### config.mk
export PLATFORM = sky130hd
export DESIGN_NAME = tanh_arbiter
export DESIGN_NICKNAME = d
export VERILOG_FILES = /design/src/rtl/nar_pkg.sv /design/src/rtl/rr_arbiter.sv /design/src/rtl/tanh_arbiter.sv
export SDC_FILE = /design/constraint.sdc
export NUM_CORES = 1
export LEC_CHECK = 0
export CAP_MARGIN = 25
export CORE_MARGIN = 1.5
export CORE_UTILIZATION = 30
export DETAILED_ROUTE_END_ITERATION = 12
export PLACE_DENSITY = 0.66
export SYNTH_ARGS = -nofsm -noshare
export SYNTH_HDL_FRONTEND = slang
export SYNTH_SLANG_ARGS = --single-unit
### constraint.sdc
create_clock -name clk -period 4.39 [get_ports clk]
set_input_delay 0.878 -clock clk [delete_from_list [all_inputs] [get_ports clk]]
set_output_delay 0.878 -clock clk [all_outputs]
set_load 0.005 [all_outputs]
### src/rtl/nar_pkg.sv
// Shared definitions for the neuron activation request path: default sizes and
// index <-> one-hot helpers used by the arbiter and response pipeline.
package nar_pkg;

  localparam int NUM_REQ_DEF = 4;
  localparam int DATA_W      = 8;

  function automatic logic [7:0] idx2oh(input logic [2:0] idx);
    idx2oh = 8'b1 << idx;
  endfunction

  // Highest set bit wins; callers only pass one-hot or zero vectors.
  function automatic logic [2:0] oh2idx(input logic [7:0] oh);
    oh2idx = '0;
    for (int i = 0; i < 8; i++) begin
      if (oh[i]) oh2idx = 3'(i);
    end
  endfunction

endpackage

### src/rtl/rr_arbiter.sv
// Combinational rotating-priority grant: search starts at ptr and wraps.
// Zero latency; emits at most one grant bit, never for an idle requester.
module rr_arbiter #(
  parameter int NUM_REQ = 4,
  parameter int PTR_W   = 2
) (
  input  logic [NUM_REQ-1:0] req,
  input  logic [PTR_W-1:0]   ptr,
  output logic [NUM_REQ-1:0] grant
);

  logic             found;
  logic [PTR_W-1:0] idx;

  always_comb begin
    grant = '0;
    found = 1'b0;
    idx   = '0;
    for (int i = 0; i < NUM_REQ; i++) begin
      idx = PTR_W'((int'(ptr) + i) % NUM_REQ);
      if (!found && req[idx]) begin
        grant[idx] = 1'b1;
        found      = 1'b1;
      end
    end
  end

endmodule

### src/rtl/tanh_arbiter.sv
// Shares one negedge tanh LUT among NUM_REQ requesters; 2-edge fixed latency, 1/cycle, no response backpressure.
// Round-robin by default; TANH_ARB_FIXED_PRIO_EN selects fixed priority (lowest index wins).
module tanh_arbiter
  import nar_pkg::*;
#(
  parameter int NUM_REQ = NUM_REQ_DEF,
  parameter int CNT_W   = 16
) (
  input  logic                    clk,
  input  logic                    rst_n,
  input  logic [NUM_REQ-1:0]      req_valid,
  input  logic [8*NUM_REQ-1:0]    req_addr,
  output logic [NUM_REQ-1:0]      req_ready,
  output logic [NUM_REQ-1:0]      rsp_valid,
  output logic [DATA_W-1:0]       rsp_data,
  output logic [DATA_W-1:0]       lut_addr,
  input  logic [DATA_W-1:0]       lut_data,
  output logic                    busy,
  output logic [CNT_W-1:0]        served_cnt
);

  localparam int PTR_W = (NUM_REQ > 1) ? $clog2(NUM_REQ) : 1;

  logic [PTR_W-1:0]   ptr;
  logic [PTR_W-1:0]   ptr_arb;
  logic [NUM_REQ-1:0] grant;
  logic               gnt_any;
  logic [PTR_W-1:0]   gnt_idx;
  logic [DATA_W-1:0]  gnt_addr;
  logic               s1_vld;
  logic [PTR_W-1:0]   s1_id;

`ifdef TANH_ARB_FIXED_PRIO_EN
  assign ptr_arb = '0;
`else
  assign ptr_arb = ptr;
`endif

  rr_arbiter #(
    .NUM_REQ (NUM_REQ),
    .PTR_W   (PTR_W)
  ) u_rr_arbiter (
    .req   (req_valid),
    .ptr   (ptr_arb),
    .grant (grant)
  );

  // Grants are suppressed while reset is held so nothing is accepted into a clearing pipe.
  assign req_ready = rst_n ? grant : '0;
  assign gnt_any   = |req_ready;
  assign gnt_idx   = PTR_W'(oh2idx(8'(req_ready)));
  assign gnt_addr  = req_addr[8*gnt_idx +: 8];
  assign busy      = s1_vld | (|rsp_valid);

  always_ff @(posedge clk) begin
    if (!rst_n) begin
      ptr        <= '0;
      s1_vld     <= 1'b0;
      s1_id      <= '0;
      lut_addr   <= '0;
      rsp_valid  <= '0;
      rsp_data   <= '0;
      served_cnt <= '0;
    end else begin
      s1_vld <= gnt_any;
      if (gnt_any) begin
        lut_addr <= gnt_addr;
        s1_id    <= gnt_idx;
`ifdef TANH_ARB_FIXED_PRIO_EN
        ptr      <= '0;
`else
        ptr      <= (gnt_idx == PTR_W'(NUM_REQ - 1)) ? '0 : gnt_idx + PTR_W'(1);
`endif
      end
      // LUT output settled on the falling edge after lut_addr was registered.
      rsp_valid <= s1_vld ? NUM_REQ'(idx2oh(3'(s1_id))) : '0;
      if (s1_vld) begin
        rsp_data   <= lut_data;
        served_cnt <= served_cnt + CNT_W'(1);
      end
    end
  end

endmodule

==> PnR_summary.wiki, run 1 <==
{| class="wikitable"
! Metric !! Value
|-
| IR Drop Worst-Case VDD || roughly 0.00023 V
|-
| Max Slew Vio Count || 0
|-
| Post-DR wirelength/cell || 13.0 microns
|-
| Family with the most delay on the worst path || buffers and inverters
|-
| Depth of the CTS H-tree || 2
|-
| Worst-case clock buffer depth || 2
|-
| Prevailing post-synth register cell || sky130_fd_sc_hd__dfxtp_1
|-
| Number of warnings printed during yosys synthesis || 0
|-
| Leading cell type in the layout, fill and taps excluded || sky130_fd_sc_hd__clkdlybuf4s50_1
|-
| Signed area change from the synthesized netlist to the final layout || 47.3%
|-
| Number of hold-repair buffers added at the cts stage || 0
|-
| Number of diodes || 0
|-
| Die outline width || slightly above 90 microns
|-
| Placed wire-length estimate after detailed placement || roughly 4.5 mm
|-
| Synthesized area per cell || roughly 9.3 sq um
|-
| Sw Ratio || 0.362
|-
| CTS Buf Count || 5
|-
| Global route overflow || 0
|-
| Pre-antenna DRT Iters || 4
|-
| CP dominant cell by count || sky130_fd_sc_hd__clkdlybuf4s50_1
|-
| Number of instances in the synthesized netlist || 248
|-
| Final count of negative-setup-slack endpoints || 0
|-
| Die outline area || between 8000 and 9000 sq um
|-
| Master of the slowest instance on the critical path || sky130_fd_sc_hd__mux4_1
|-
| Sequential power share || 0.281
|-
| Netlist Area Pre-Place || 2300 sq um
|-
| Initial antenna violation count || 0
|-
| Net Switching || 686 uW
|-
| Input/output buffers || 86
|-
| Setup repair after global routing missed its margin || true
|-
| Vias post-DR || between 2000 and 2500
|-
| Seq/Total Area, Yosys || 0.357
|-
| Flops & latches, synth || 41
|-
| Critical path data arrival time || between 3 and 4 ns
|-
| Fin Setup TNS || 0 ns
|-
| GRT Util Overall || 0.140
|-
| Yosys cell types || 46
|-
| Worst-margin pin slew || 0.936 ns
|-
| Chain of cells forming the critical path || clkdlybuf4s50_1 > mux4_1 > nor4b_2 > and2_1 > o21ai_2 > inv_1 > clkdlybuf4s50_1
|-
| Largest net degree at the start of global routing || 31
|-
| Row Count || 31
|-
| Power density cells || 558 nW/um^2
|-
| Critical path endpoint category || primary output
|-
| Clock-pin transition on the worst setup and hold timing paths || 0.08 ns
|-
| Number of enable-type register cells in the synthesized netlist || 0
|-
| Drt initial violations || 74
|-
| Net total in the final layout || ~390
|-
| Die extent in y || 90.6 microns
|-
| Worst min path class || flip-flop to flip-flop
|-
| Most used cells in the layout excluding fill and tap cells || 86 x sky130_fd_sc_hd__clkdlybuf4s50_1, 41 x sky130_fd_sc_hd__dfxtp_1, 33 x sky130_fd_sc_hd__nor2_1
|-
| Max_slew headroom || 0.375
|-
| Crit path time final || ~4.3 ns
|-
| Maximum cell stage delay along the critical path || between 0.6 and 0.7 ns
|-
| Critical path class || input pin to primary output
|-
| Number of global-route vias before repair || 2048
|-
| Final Instance Count excl. Fillers || 438
|-
| Static Leak || 0.00131 uW
|-
| Final cycle utilization of the critical path || 0.979
|-
| Async S/R FF share, synth || 0
|-
| Number of cells in the design after placement || 430
|-
| Outcome || complete, no violations
|-
| Total wire length || between 5 and 6 mm
|-
| Post_cts resized || 0
|-
| Per-cell via count in the routed design || 4.65
|-
| Initial Util || 0.314
|-
| Fraction of layout instances using a drive strength above 1 || 0.0944
|-
| Synthesized netlist net count || about 300
|-
| Later-pin clock latency in the skew report || 0.28 ns
|-
| Setup repair bufs after CTS || 0
|-
| Highest achievable clock rate || around 0.23 GHz
|-
| TritonCTS clock tree || yes
|-
| CTS Sinks || between 40 and 50
|-
| Drc violations || 0
|-
| Clock root buffer || sky130_fd_sc_hd__clkbuf_8
|-
| Total Power Consumption || between 1500 and 2000 uW
|-
| Detail Route Antenna Nets || 0
|-
| Type of element launching the critical path || input pin
|-
| Post-route clock skew || between 0.008 and 0.009 ns
|-
| Required time of the critical path || 3.51 ns
|-
| Highest fanout seen on the critical path || 7
|-
| Gpl congestion || between 0.7 and 0.8
|-
| Area inside the core boundary || around 7300 sq um
|-
| Internal Power || roughly 1200 uW
|-
| Sum of buffers and inverters on the critical path || 3
|-
| Portion of total power attributed to combinational logic || 0.558
|-
| Clock share of power || 0.162
|-
| Number of ports placed on the die boundary || 87
|-
| Wire length of the first global-routing pass || ~9.5 mm
|-
| Max-capacitance violation count || 0
|-
| Final hold vios || 0
|}
[power groups by stage]
| stage | Clock, uW | Sequential [uW] | Combinational, uW |
|---|---|---|---|
| after floorplan | 0 | 539 | 688 |
| after global placement | 0 | 535 | 1050 |
| after detailed placement | 0 | 539 | 1060 |
| after CTS | 320 | 531 | 1070 |
| after global routing | 332 | 543 | 1160 |
| final | 306 | 531 | 1050 |
[logic make-up after synthesis]
logic type,share of synthesized area
AND/OR/NAND/NOR,0.183
AO/OA/AOI/OAI,0.131
flip-flops,0.357
multiplexers,0.171
buffers and inverters,0.0560
XOR/XNOR,0.0533
adder cells (fa/ha/maj),0.0489
[state kept, by name, summed over array words and instances, names as in the netlist]
signal / count
served_cnt: 16
lut_addr: 8
rsp_data: 8
rsp_valid: 4
ptr: 2
s1_id: 2
s1_vld: 1
[layout make-up]
class | instances | area (sq um)
fillers | 712 | 3940
multi-input cells | 183 | 1350
repair buffers | 96 | 936
flip-flops and latches | 41 | 821
well taps | 99 | 124
clock buffers | 7 | 86.3
inverters | 11 | 41.3
clock inverters | 1 | 30.0
[layer usage]
layer,part of all wire,global-route usage
met2,0.48,0.251
met5,0,0
met3,0.055,0.0345
met1,0.46,0.165
met4,0.0086,0.0357
[synthesized netlist by cell type, types with 2 or more instances]
master,count,share of area
sky130_fd_sc_hd__dfxtp_1,41,0.36
sky130_fd_sc_hd__nor2_1,33,0.054
sky130_fd_sc_hd__mux2i_1,21,0.091
sky130_fd_sc_hd__nand2_1,18,0.029
sky130_fd_sc_hd__a21oi_1,13,0.028
sky130_fd_sc_hd__a211oi_1,11,0.036
sky130_fd_sc_hd__ha_1,9,0.049
sky130_fd_sc_hd__inv_1,9,0.015
sky130_fd_sc_hd__xor2_1,9,0.034
sky130_fd_sc_hd__clkbuf_1,8,0.013
sky130_fd_sc_hd__nand3_1,7,0.015
sky130_fd_sc_hd__and3_1,6,0.016
sky130_fd_sc_hd__mux2_1,6,0.029
sky130_fd_sc_hd__xnor2_1,5,0.019
sky130_fd_sc_hd__and2_1,4,0.011
sky130_fd_sc_hd__nor3_1,4,0.0087
sky130_fd_sc_hd__buf_6,3,0.015
sky130_fd_sc_hd__mux4_2,3,0.029
sky130_fd_sc_hd__o21ai_0,3,0.0065
sky130_fd_sc_hd__a211o_1,2,0.0076
sky130_fd_sc_hd__and4_1,2,0.0076
sky130_fd_sc_hd__inv_2,2,0.0033
sky130_fd_sc_hd__mux2_2,2,0.0098
sky130_fd_sc_hd__nand2b_1,2,0.0054
sky130_fd_sc_hd__nand4_1,2,0.0054
sky130_fd_sc_hd__o21ai_2,2,0.0076
sky130_fd_sc_hd__o22ai_1,2,0.0054
[worst reg2reg max path, stage by stage, from the launching register on]
cell,delay [ns]
sky130_fd_sc_hd__dfxtp_1,0.36
sky130_fd_sc_hd__inv_1,0.09
sky130_fd_sc_hd__ha_1,0.46
sky130_fd_sc_hd__mux4_2,0.57
sky130_fd_sc_hd__nor4b_2,0.39
sky130_fd_sc_hd__and2_1,0.21
sky130_fd_sc_hd__o21ai_2,0.10
sky130_fd_sc_hd__o21bai_4,0.44
sky130_fd_sc_hd__mux2_1,0.37
sky130_fd_sc_hd__nor2_1,0.11
sky130_fd_sc_hd__a211oi_1,0.06
[per-stage QoR]
step	worst slack (ns)	hold slack [ns]	util	cell area [sq um]
global placement	0.183	0.445	0.446	3270
finish	0.0926	0.456	0.462	3390
floorplan	1.03	0.427	-	2300
CTS	0.101	0.458	0.462	3390
detailed placement	0.108	0.446	0.446	3270
global route	-0.000723	0.496	0.462	3390
[worst paths after layout]
kind | start | end | slack [ns] | cells past startpoint
worst min-delay path | lut_addr[0]$_SDFFE_PN0P_ | lut_addr[0]$_SDFFE_PN0P_ | 0.46 | 2
worst min register to register | lut_addr[0]$_SDFFE_PN0P_ | lut_addr[0]$_SDFFE_PN0P_ | 0.46 | 2
worst max-delay path | req_valid[3] | req_ready[1] | 0.09 | 7
worst max register to register | ptr[1]$_SDFFE_PN0P_ | lut_addr[6]$_SDFFE_PN0P_ | 1.09 | 10
Note: power is estimated with default switching activity, not from simulation.
==> run 2: changes to the inputs <==
--- a/config.mk
+++ b/config.mk
@@ -9,6 +9,7 @@
 export CORE_MARGIN = 1.5
 export CORE_UTILIZATION = 30
 export DETAILED_ROUTE_END_ITERATION = 12
+export HOLD_SLACK_MARGIN = 0.15
 export PLACE_DENSITY = 0.66
 export SYNTH_ARGS = -nofsm -noshare
 export SYNTH_HDL_FRONTEND = slang
==> results of run 2 <==
No change in the layout: final DEF, timing and power equal those of run 1.
